--- src/rtl/id_operand_fetch_if.sv ---
// id_operand_fetch_if: decoder, regfile, forwarding and ID/EX buffer signals of the operand-fetch stage.
// slave is the stage itself; master is whoever surrounds it (decoder, regfile, EX/MEM, execute).
interface id_operand_fetch_if #(
    parameter int XLEN = 32,
    parameter int AW   = 32
);
    logic            in_valid;
    logic            in_ready;
    logic [31:0]     in_pc;
    logic [31:0]     in_ctrl;
    logic [XLEN-1:0] in_imm;
    logic [AW-1:0]   in_rs1;
    logic [AW-1:0]   in_rs2;
    logic            in_use_rs1;
    logic            in_use_rs2;
    logic [AW-1:0]   in_rd;
    logic            in_rd_we;
    logic            re1;
    logic            re2;
    logic [AW-1:0]   r_addr1;
    logic [AW-1:0]   r_addr2;
    logic [XLEN-1:0] r_data1;
    logic [XLEN-1:0] r_data2;
    logic            ex_we;
    logic [AW-1:0]   ex_waddr;
    logic [XLEN-1:0] ex_wdata;
    logic            ex_is_load;
    logic            mem_we;
    logic [AW-1:0]   mem_waddr;
    logic [XLEN-1:0] mem_wdata;
    logic            out_valid;
    logic            out_ready;
    logic [31:0]     out_pc;
    logic [31:0]     out_ctrl;
    logic [XLEN-1:0] out_imm;
    logic [XLEN-1:0] out_op1;
    logic [XLEN-1:0] out_op2;
    logic [AW-1:0]   out_rd;
    logic            out_rd_we;

    modport slave (
        input  in_valid, in_pc, in_ctrl, in_imm, in_rs1, in_rs2, in_use_rs1, in_use_rs2, in_rd, in_rd_we,
        input  r_data1, r_data2, ex_we, ex_waddr, ex_wdata, ex_is_load, mem_we, mem_waddr, mem_wdata, out_ready,
        output in_ready, re1, re2, r_addr1, r_addr2,
        output out_valid, out_pc, out_ctrl, out_imm, out_op1, out_op2, out_rd, out_rd_we
    );

    modport master (
        output in_valid, in_pc, in_ctrl, in_imm, in_rs1, in_rs2, in_use_rs1, in_use_rs2, in_rd, in_rd_we,
        output r_data1, r_data2, ex_we, ex_waddr, ex_wdata, ex_is_load, mem_we, mem_waddr, mem_wdata, out_ready,
        input  in_ready, re1, re2, r_addr1, r_addr2,
        input  out_valid, out_pc, out_ctrl, out_imm, out_op1, out_op2, out_rd, out_rd_we
    );
endinterface

--- src/rtl/id_operand_fetch.sv ---
// id_operand_fetch: regfile read, EX/MEM forwarding, load-use stall and single-entry ID/EX buffer.
// Define IDOF_PERF_CNT_EN to add the stall_cnt load-use stall counter output.
module id_operand_fetch #(
    parameter int XLEN = 32,
    parameter int AW   = 32
) (
    input  logic                clk_in,
    input  logic                rst_in,
    input  logic                rdy_in,
    input  logic                flush_in,
    id_operand_fetch_if.slave   bus
`ifdef IDOF_PERF_CNT_EN
    ,
    output logic [31:0]         stall_cnt
`endif
);
    typedef enum logic {S_EMPTY, S_FULL} state_t;

    state_t          r_state;
    state_t          w_next;
    logic [31:0]     r_pc;
    logic [31:0]     r_ctrl;
    logic [XLEN-1:0] r_imm;
    logic [XLEN-1:0] r_op1;
    logic [XLEN-1:0] r_op2;
    logic [AW-1:0]   r_rd;
    logic            r_rd_we;

    logic            w_zero1, w_zero2;
    logic            w_ex1, w_ex2;
    logic            w_mem1, w_mem2;
    logic            w_hazard;
    logic            w_accept;
    logic [XLEN-1:0] w_op1, w_op2;

    assign bus.re1     = bus.in_valid & bus.in_use_rs1;
    assign bus.re2     = bus.in_valid & bus.in_use_rs2;
    assign bus.r_addr1 = bus.in_rs1;
    assign bus.r_addr2 = bus.in_rs2;

    // Only the low five address bits name an architectural register.
    assign w_zero1 = !bus.in_use_rs1 || bus.in_rs1[4:0] == 5'd0;
    assign w_zero2 = !bus.in_use_rs2 || bus.in_rs2[4:0] == 5'd0;
    assign w_ex1   = bus.ex_we && bus.ex_waddr[4:0] == bus.in_rs1[4:0];
    assign w_ex2   = bus.ex_we && bus.ex_waddr[4:0] == bus.in_rs2[4:0];
    assign w_mem1  = bus.mem_we && bus.mem_waddr[4:0] == bus.in_rs1[4:0];
    assign w_mem2  = bus.mem_we && bus.mem_waddr[4:0] == bus.in_rs2[4:0];

    // The operand value during a load-use hazard is irrelevant: nothing is accepted that cycle.
    assign w_op1 = w_zero1 ? '0 : w_ex1 ? bus.ex_wdata : w_mem1 ? bus.mem_wdata : bus.r_data1;
    assign w_op2 = w_zero2 ? '0 : w_ex2 ? bus.ex_wdata : w_mem2 ? bus.mem_wdata : bus.r_data2;

    assign w_hazard = bus.in_valid & bus.ex_is_load & ((!w_zero1 & w_ex1) | (!w_zero2 & w_ex2));

    assign bus.out_valid = r_state == S_FULL;
    assign bus.in_ready  = rdy_in & !flush_in & !w_hazard & (!bus.out_valid | bus.out_ready);
    assign w_accept      = bus.in_valid & bus.in_ready;

    always_ff @(posedge clk_in or negedge rst_in) begin
        if (!rst_in) r_state <= S_EMPTY;
        else         r_state <= w_next;
    end

    always_comb begin
        w_next = r_state;
        if (rdy_in)
            w_next = flush_in ? S_EMPTY :
                     w_accept ? S_FULL :
                     (r_state == S_FULL && bus.out_ready) ? S_EMPTY : r_state;
    end

    always_ff @(posedge clk_in or negedge rst_in) begin
        if (!rst_in) begin
            r_pc    <= '0;
            r_ctrl  <= '0;
            r_imm   <= '0;
            r_op1   <= '0;
            r_op2   <= '0;
            r_rd    <= '0;
            r_rd_we <= 1'b0;
        end else if (w_accept) begin
            r_pc    <= bus.in_pc;
            r_ctrl  <= bus.in_ctrl;
            r_imm   <= bus.in_imm;
            r_op1   <= w_op1;
            r_op2   <= w_op2;
            r_rd    <= bus.in_rd;
            r_rd_we <= bus.in_rd_we;
        end
    end

    assign bus.out_pc    = r_pc;
    assign bus.out_ctrl  = r_ctrl;
    assign bus.out_imm   = r_imm;
    assign bus.out_op1   = r_op1;
    assign bus.out_op2   = r_op2;
    assign bus.out_rd    = r_rd;
    assign bus.out_rd_we = r_rd_we;

`ifdef IDOF_PERF_CNT_EN
    logic [31:0] r_stall_cnt;

    always_ff @(posedge clk_in or negedge rst_in) begin
        if (!rst_in)                          r_stall_cnt <= '0;
        else if (rdy_in & w_hazard & !flush_in) r_stall_cnt <= r_stall_cnt + 32'd1;
    end

    assign stall_cnt = r_stall_cnt;
`endif
endmodule
--- src/flat_wrapper.sv ---
// flat-port wrapper written by rule: the top's interface ports become plain ports
module id_operand_fetch_flat 
#(
    parameter int XLEN = 32,
    parameter int AW   = 32
)
  (clk_in, rst_in, rdy_in, flush_in, bus_in_valid, bus_in_pc, bus_in_ctrl, bus_in_imm, bus_in_rs1, bus_in_rs2, bus_in_use_rs1, bus_in_use_rs2, bus_in_rd, bus_in_rd_we, bus_r_data1, bus_r_data2, bus_ex_we, bus_ex_waddr, bus_ex_wdata, bus_ex_is_load, bus_mem_we, bus_mem_waddr, bus_mem_wdata, bus_out_ready, bus_in_ready, bus_re1, bus_re2, bus_r_addr1, bus_r_addr2, bus_out_valid, bus_out_pc, bus_out_ctrl, bus_out_imm, bus_out_op1, bus_out_op2, bus_out_rd, bus_out_rd_we);
  id_operand_fetch_if #(.XLEN(XLEN), .AW(AW)) bus_i ();
  input  logic clk_in;
  input  logic rst_in;
  input  logic rdy_in;
  input  logic flush_in;
  input wire logic [$bits(bus_i.in_valid)-1:0] bus_in_valid;
  input wire logic [$bits(bus_i.in_pc)-1:0] bus_in_pc;
  input wire logic [$bits(bus_i.in_ctrl)-1:0] bus_in_ctrl;
  input wire logic [$bits(bus_i.in_imm)-1:0] bus_in_imm;
  input wire logic [$bits(bus_i.in_rs1)-1:0] bus_in_rs1;
  input wire logic [$bits(bus_i.in_rs2)-1:0] bus_in_rs2;
  input wire logic [$bits(bus_i.in_use_rs1)-1:0] bus_in_use_rs1;
  input wire logic [$bits(bus_i.in_use_rs2)-1:0] bus_in_use_rs2;
  input wire logic [$bits(bus_i.in_rd)-1:0] bus_in_rd;
  input wire logic [$bits(bus_i.in_rd_we)-1:0] bus_in_rd_we;
  input wire logic [$bits(bus_i.r_data1)-1:0] bus_r_data1;
  input wire logic [$bits(bus_i.r_data2)-1:0] bus_r_data2;
  input wire logic [$bits(bus_i.ex_we)-1:0] bus_ex_we;
  input wire logic [$bits(bus_i.ex_waddr)-1:0] bus_ex_waddr;
  input wire logic [$bits(bus_i.ex_wdata)-1:0] bus_ex_wdata;
  input wire logic [$bits(bus_i.ex_is_load)-1:0] bus_ex_is_load;
  input wire logic [$bits(bus_i.mem_we)-1:0] bus_mem_we;
  input wire logic [$bits(bus_i.mem_waddr)-1:0] bus_mem_waddr;
  input wire logic [$bits(bus_i.mem_wdata)-1:0] bus_mem_wdata;
  input wire logic [$bits(bus_i.out_ready)-1:0] bus_out_ready;
  output wire logic [$bits(bus_i.in_ready)-1:0] bus_in_ready;
  output wire logic [$bits(bus_i.re1)-1:0] bus_re1;
  output wire logic [$bits(bus_i.re2)-1:0] bus_re2;
  output wire logic [$bits(bus_i.r_addr1)-1:0] bus_r_addr1;
  output wire logic [$bits(bus_i.r_addr2)-1:0] bus_r_addr2;
  output wire logic [$bits(bus_i.out_valid)-1:0] bus_out_valid;
  output wire logic [$bits(bus_i.out_pc)-1:0] bus_out_pc;
  output wire logic [$bits(bus_i.out_ctrl)-1:0] bus_out_ctrl;
  output wire logic [$bits(bus_i.out_imm)-1:0] bus_out_imm;
  output wire logic [$bits(bus_i.out_op1)-1:0] bus_out_op1;
  output wire logic [$bits(bus_i.out_op2)-1:0] bus_out_op2;
  output wire logic [$bits(bus_i.out_rd)-1:0] bus_out_rd;
  output wire logic [$bits(bus_i.out_rd_we)-1:0] bus_out_rd_we;
  assign bus_i.in_valid = bus_in_valid;
  assign bus_i.in_pc = bus_in_pc;
  assign bus_i.in_ctrl = bus_in_ctrl;
  assign bus_i.in_imm = bus_in_imm;
  assign bus_i.in_rs1 = bus_in_rs1;
  assign bus_i.in_rs2 = bus_in_rs2;
  assign bus_i.in_use_rs1 = bus_in_use_rs1;
  assign bus_i.in_use_rs2 = bus_in_use_rs2;
  assign bus_i.in_rd = bus_in_rd;
  assign bus_i.in_rd_we = bus_in_rd_we;
  assign bus_i.r_data1 = bus_r_data1;
  assign bus_i.r_data2 = bus_r_data2;
  assign bus_i.ex_we = bus_ex_we;
  assign bus_i.ex_waddr = bus_ex_waddr;
  assign bus_i.ex_wdata = bus_ex_wdata;
  assign bus_i.ex_is_load = bus_ex_is_load;
  assign bus_i.mem_we = bus_mem_we;
  assign bus_i.mem_waddr = bus_mem_waddr;
  assign bus_i.mem_wdata = bus_mem_wdata;
  assign bus_i.out_ready = bus_out_ready;
  assign bus_in_ready = bus_i.in_ready;
  assign bus_re1 = bus_i.re1;
  assign bus_re2 = bus_i.re2;
  assign bus_r_addr1 = bus_i.r_addr1;
  assign bus_r_addr2 = bus_i.r_addr2;
  assign bus_out_valid = bus_i.out_valid;
  assign bus_out_pc = bus_i.out_pc;
  assign bus_out_ctrl = bus_i.out_ctrl;
  assign bus_out_imm = bus_i.out_imm;
  assign bus_out_op1 = bus_i.out_op1;
  assign bus_out_op2 = bus_i.out_op2;
  assign bus_out_rd = bus_i.out_rd;
  assign bus_out_rd_we = bus_i.out_rd_we;
  id_operand_fetch #(.XLEN(XLEN), .AW(AW)) u_core (.clk_in(clk_in), .rst_in(rst_in), .rdy_in(rdy_in), .flush_in(flush_in), .bus(bus_i));
endmodule
--- config.mk ---
export PLATFORM = sky130hd
export DESIGN_NAME = id_operand_fetch_flat
export DESIGN_NICKNAME = d
export VERILOG_FILES = /design/src/rtl/id_operand_fetch_if.sv /design/src/rtl/id_operand_fetch.sv /design/src/flat_wrapper.sv
export SDC_FILE = /design/constraint.sdc
export NUM_CORES = 1
export LEC_CHECK = 0
export BUFFER_PORTS_ARGS = -buffer_cell sky130_fd_sc_hd__buf_2
export CAP_MARGIN = 20
export CORE_AREA = 2 2 258 260
export CTS_CLUSTER_DIAMETER = 100
export CTS_CLUSTER_SIZE = 14
export DETAILED_ROUTE_END_ITERATION = 8
export DIE_AREA = 0 0 260 262
export HOLD_SLACK_MARGIN = 0.12
export SETUP_SLACK_MARGIN = 0.5
export SLEW_MARGIN = 20
export SYNTH_ARGS = -nofsm -noshare
export SYNTH_HDL_FRONTEND = slang
export SYNTH_SLANG_ARGS = --single-unit
export TNS_END_PERCENT = 10
--- constraint.sdc ---
create_clock -name clk_in -period 2.1 [get_ports clk_in]
set_clock_uncertainty 0.05 [all_clocks]
set_input_delay 0.42 -clock clk_in [delete_from_list [all_inputs] [get_ports clk_in]]
set_output_delay 0.42 -clock clk_in [all_outputs]
set_load 0.01 [all_outputs]
==> metrics.cfg <==
[logic_synthesis]
synth_area_leader_cell = dfrtp_1
ys_seq_area_share_pct = 50.8
avgSynthCellArea_um2 = 12.8
synth_top_area_share_pct = 50.8
ys_async_sr_fraction_pct = 100
ys_top_cells_by_area = dfrtp_1 (51%), mux2_4 (15%), mux2i_1 (6.7%)
synth.most_common_cell = dfrtp_1
yosys_register_bits = 194
syn_inst = 747
synth_common_cells = dfrtp_1 (194), mux2_4 (95), a21oi_1 (66)
synth_fp_nets = 1143
synth_edf_count = 0
syn_area_mm2 = 0.00956
ys.warnings.count = 0
synth-main-ff-cell = dfrtp_1
yosysUniqueCellTypes = 29

[hold_path]
whs_endpoint = u_core.bus.out_ctrl[25]$_DFFE_PN0P_
hold_class = in -> reg
hold_depth = 2
hp-start = bus_in_ctrl[25]

[run_status]
violations = negative setup slack
outcome = finished with violations

[place]
place_inst = 2046
place_hpwl_mm = 26.0
place_area_mm2 = 0.0130
gp_congestion = 0.896
port_buffers = 494

[power_and_ir_drop]
peakVddDrop_v = 0.000506
leakage_nw = 7.48
powerDensity_mw_per_mm2 = 759

[worst_setup_path]
r2r_end = u_core.bus.out_pc[3]$_DFFE_PN0P_
path_class = in -> reg
startpoint_type = primary input
required_ns = 2.40
r2r_slack_ns = 0.16
critPathCaptureType = register
cp_data_arrival_time_ns = 2.56
cp_max_fo = 19
r2r-start = u_core.bus.out_valid$_DFFE_PN0P_
worstRegToRegCells = 7

[clock_tree]
path_clk_slew_ns = 0.07
clockRootBuffer = clkbuf_16
clock_path_buffers = 2
cts_tree = yes
cts_max_level = 4
clock_latency_ns = 0.48
numCtsBuffers = 17
clkSinkCount = 194

[route]
wirelength_mm = 35.1
drt_first_pass_iters = 4
drcViolationCount = 0
ant_nets = 0
drt_iter0_markers = 348
via_count = 8245
vias_per_cell = 3.71
wl_per_cell_um = 15.8

[grt]
grt_overflow = 0
grt_start_max_net_pins = 53
grt_pass1_vias = 9053
grt_pass1_wl_mm = 50.9
track_usage_pct = 9.85
antenna_found_initial = 1

[layout]
instances_no_fill = 2221
final_nets = 1739
drive_gt1_share_pct = 54.4
postLayoutCoreUtil_pct = 23.3
final_area_mm2 = 0.0152
fillerInstances = 6918
area_delta_synth_final_pct = 59.0

[sta]
setup_viol_count_final = 168
relSlewSlack_pct = 66.9
hold_violations = 0
fmax_ghz = 0.443
rsz0062_at_grt = true
worstMarginPinSlew_ns = 0.497
post-route-period-util_pct = 107
setup_ws_ns = -0.156
finalCriticalPeriod_ns = 2.26
tns_ns = -15.07
final_max_slew_viol_count = 0

[die]
io_pins = 657
fp-row-count = 94
die_area_mm2 = 0.0681
initial_utilization_pct = 14.6
die_width_um = 260
die_h_um = 262
core-area_mm2 = 0.0653

[flow_run]
cap_violations = 0

-- where the power goes --
part	total [mW]	internal [mW]	switching (mW)
Combinational	3.35	1.87	1.48
Clock	3.25	1.63	1.62
Sequential	4.94	4.48	0.453
-- sequential cells by signal, indices dropped and copies added (netlist names) --
name	flops
u_core.bus.out_ctrl	32
u_core.bus.out_rd_we	1
u_core.bus.out_op1	32
u_core.bus.out_imm	32
u_core.bus.out_valid	1
u_core.bus.out_pc	32
u_core.bus.out_op2	32
u_core.bus.out_rd	32
-- cells by family after synthesis --
family / share of synthesized area (%)
flops: 50.8
buf+inv: 8.12
simple gates: 3.78
compound gates: 9.84
xor+xnor: 1.83
mux: 25.6
-- how the worst max path moves through the flow --
stage                     from                            endpoint  depth (start not counted)
2_1_floorplan    bus_in_rs1[3]  u_core.bus.out_ctrl[0]$_DFFE_PN0P_                          9
3_3_place_gp     bus_in_rs1[3]   u_core.bus.out_rd[24]$_DFFE_PN0P_                          9
3_5_place_dp   bus_ex_waddr[4]   u_core.bus.out_rd[24]$_DFFE_PN0P_                          9
4_1_cts          bus_in_rs1[0]                        bus_in_ready                          8
5_1_grt          bus_in_rs1[0]                        bus_in_ready                          8
6_report         bus_in_rs1[0]    u_core.bus.out_pc[3]$_DFFE_PN0P_                         12
-- area by class of cell --
type                            instances  area, um^2  share of cell area (%)
Sequential cell                       194        4850                    31.9
Tap cell                              864        1080                    7.11
Multi-Input combinational cell        438        4020                    26.4
Clock buffer                           20         457                    3.00
Clock inverter                         12         110                   0.724
Antenna cell                            1        2.50                  0.0165
Inverter                                1        5.00                  0.0329
Timing Repair Buffer                  691        4670                    30.7
-- worst max-delay path, stage by stage --
cell and delay [ns]:
buf_6 0.09, or4_4 0.53, o21a_1 0.21, clkinv_2 0.06, buf_4 0.09, buf_4 0.09
buf_4 0.09, o22ai_2 0.07, a21o_4 0.23, buf_12 0.16, buf_12 0.19, mux2_4 0.31
-- metrics by stage --
| stage | hold WS [ns] | worst slack, ns | power [mW] |
|---|---|---|---|
| after floorplan | 0.0744 | -0.183 | 6.59 |
| after global placement | 0.377 | -0.452 | 8.01 |
| after detailed placement | 0.383 | -0.500 | 8.08 |
| after CTS | 0.137 | -0.0921 | 11.7 |
| after global routing | 0.155 | -0.170 | 12.2 |
| final | 0.188 | -0.156 | 11.5 |
-- placed cells by master (no fill, tap or decap), types with 7 or more instances in the layout --
master / synthesis / layout
buf_12: 0 / 15
mux2_2: 34 / 34
nor2_1: 65 / 65
dfrtp_1: 194 / 194
xor2_1: 16 / 15
mux2i_1: 64 / 64
dlygate4sd3_1: 0 / 129
clkbuf_16: 0 / 21
a22o_1: 64 / 64
mux2_4: 95 / 95
a21oi_1: 66 / 64
buf_6: 11 / 13
buf_4: 64 / 35
nand2_1: 7 / 7
buf_2: 17 / 490
-- routing by layer --
metal  share of wire [%]  vias to the layer above  track usage [%]
met1                  39                     4044             10.8
li1                    -                     3773                -
met2                  51                      359             17.1
met5                   0                        -                0
met3                 7.2                       69             3.41
met4                 2.9                        0             4.60
-- repair_timing --
item | CTS | global route
resized for setup | 22 | 13
hold buffers | 129 | 0
hold endpoints to repair | 174 | 0
endpoints found under the setup margin | 195 | 195
buffers inserted | 7 | 1
pin swaps | 8 | 22
cloned | 1 | 4
Power figures use the tool's default switching activity.
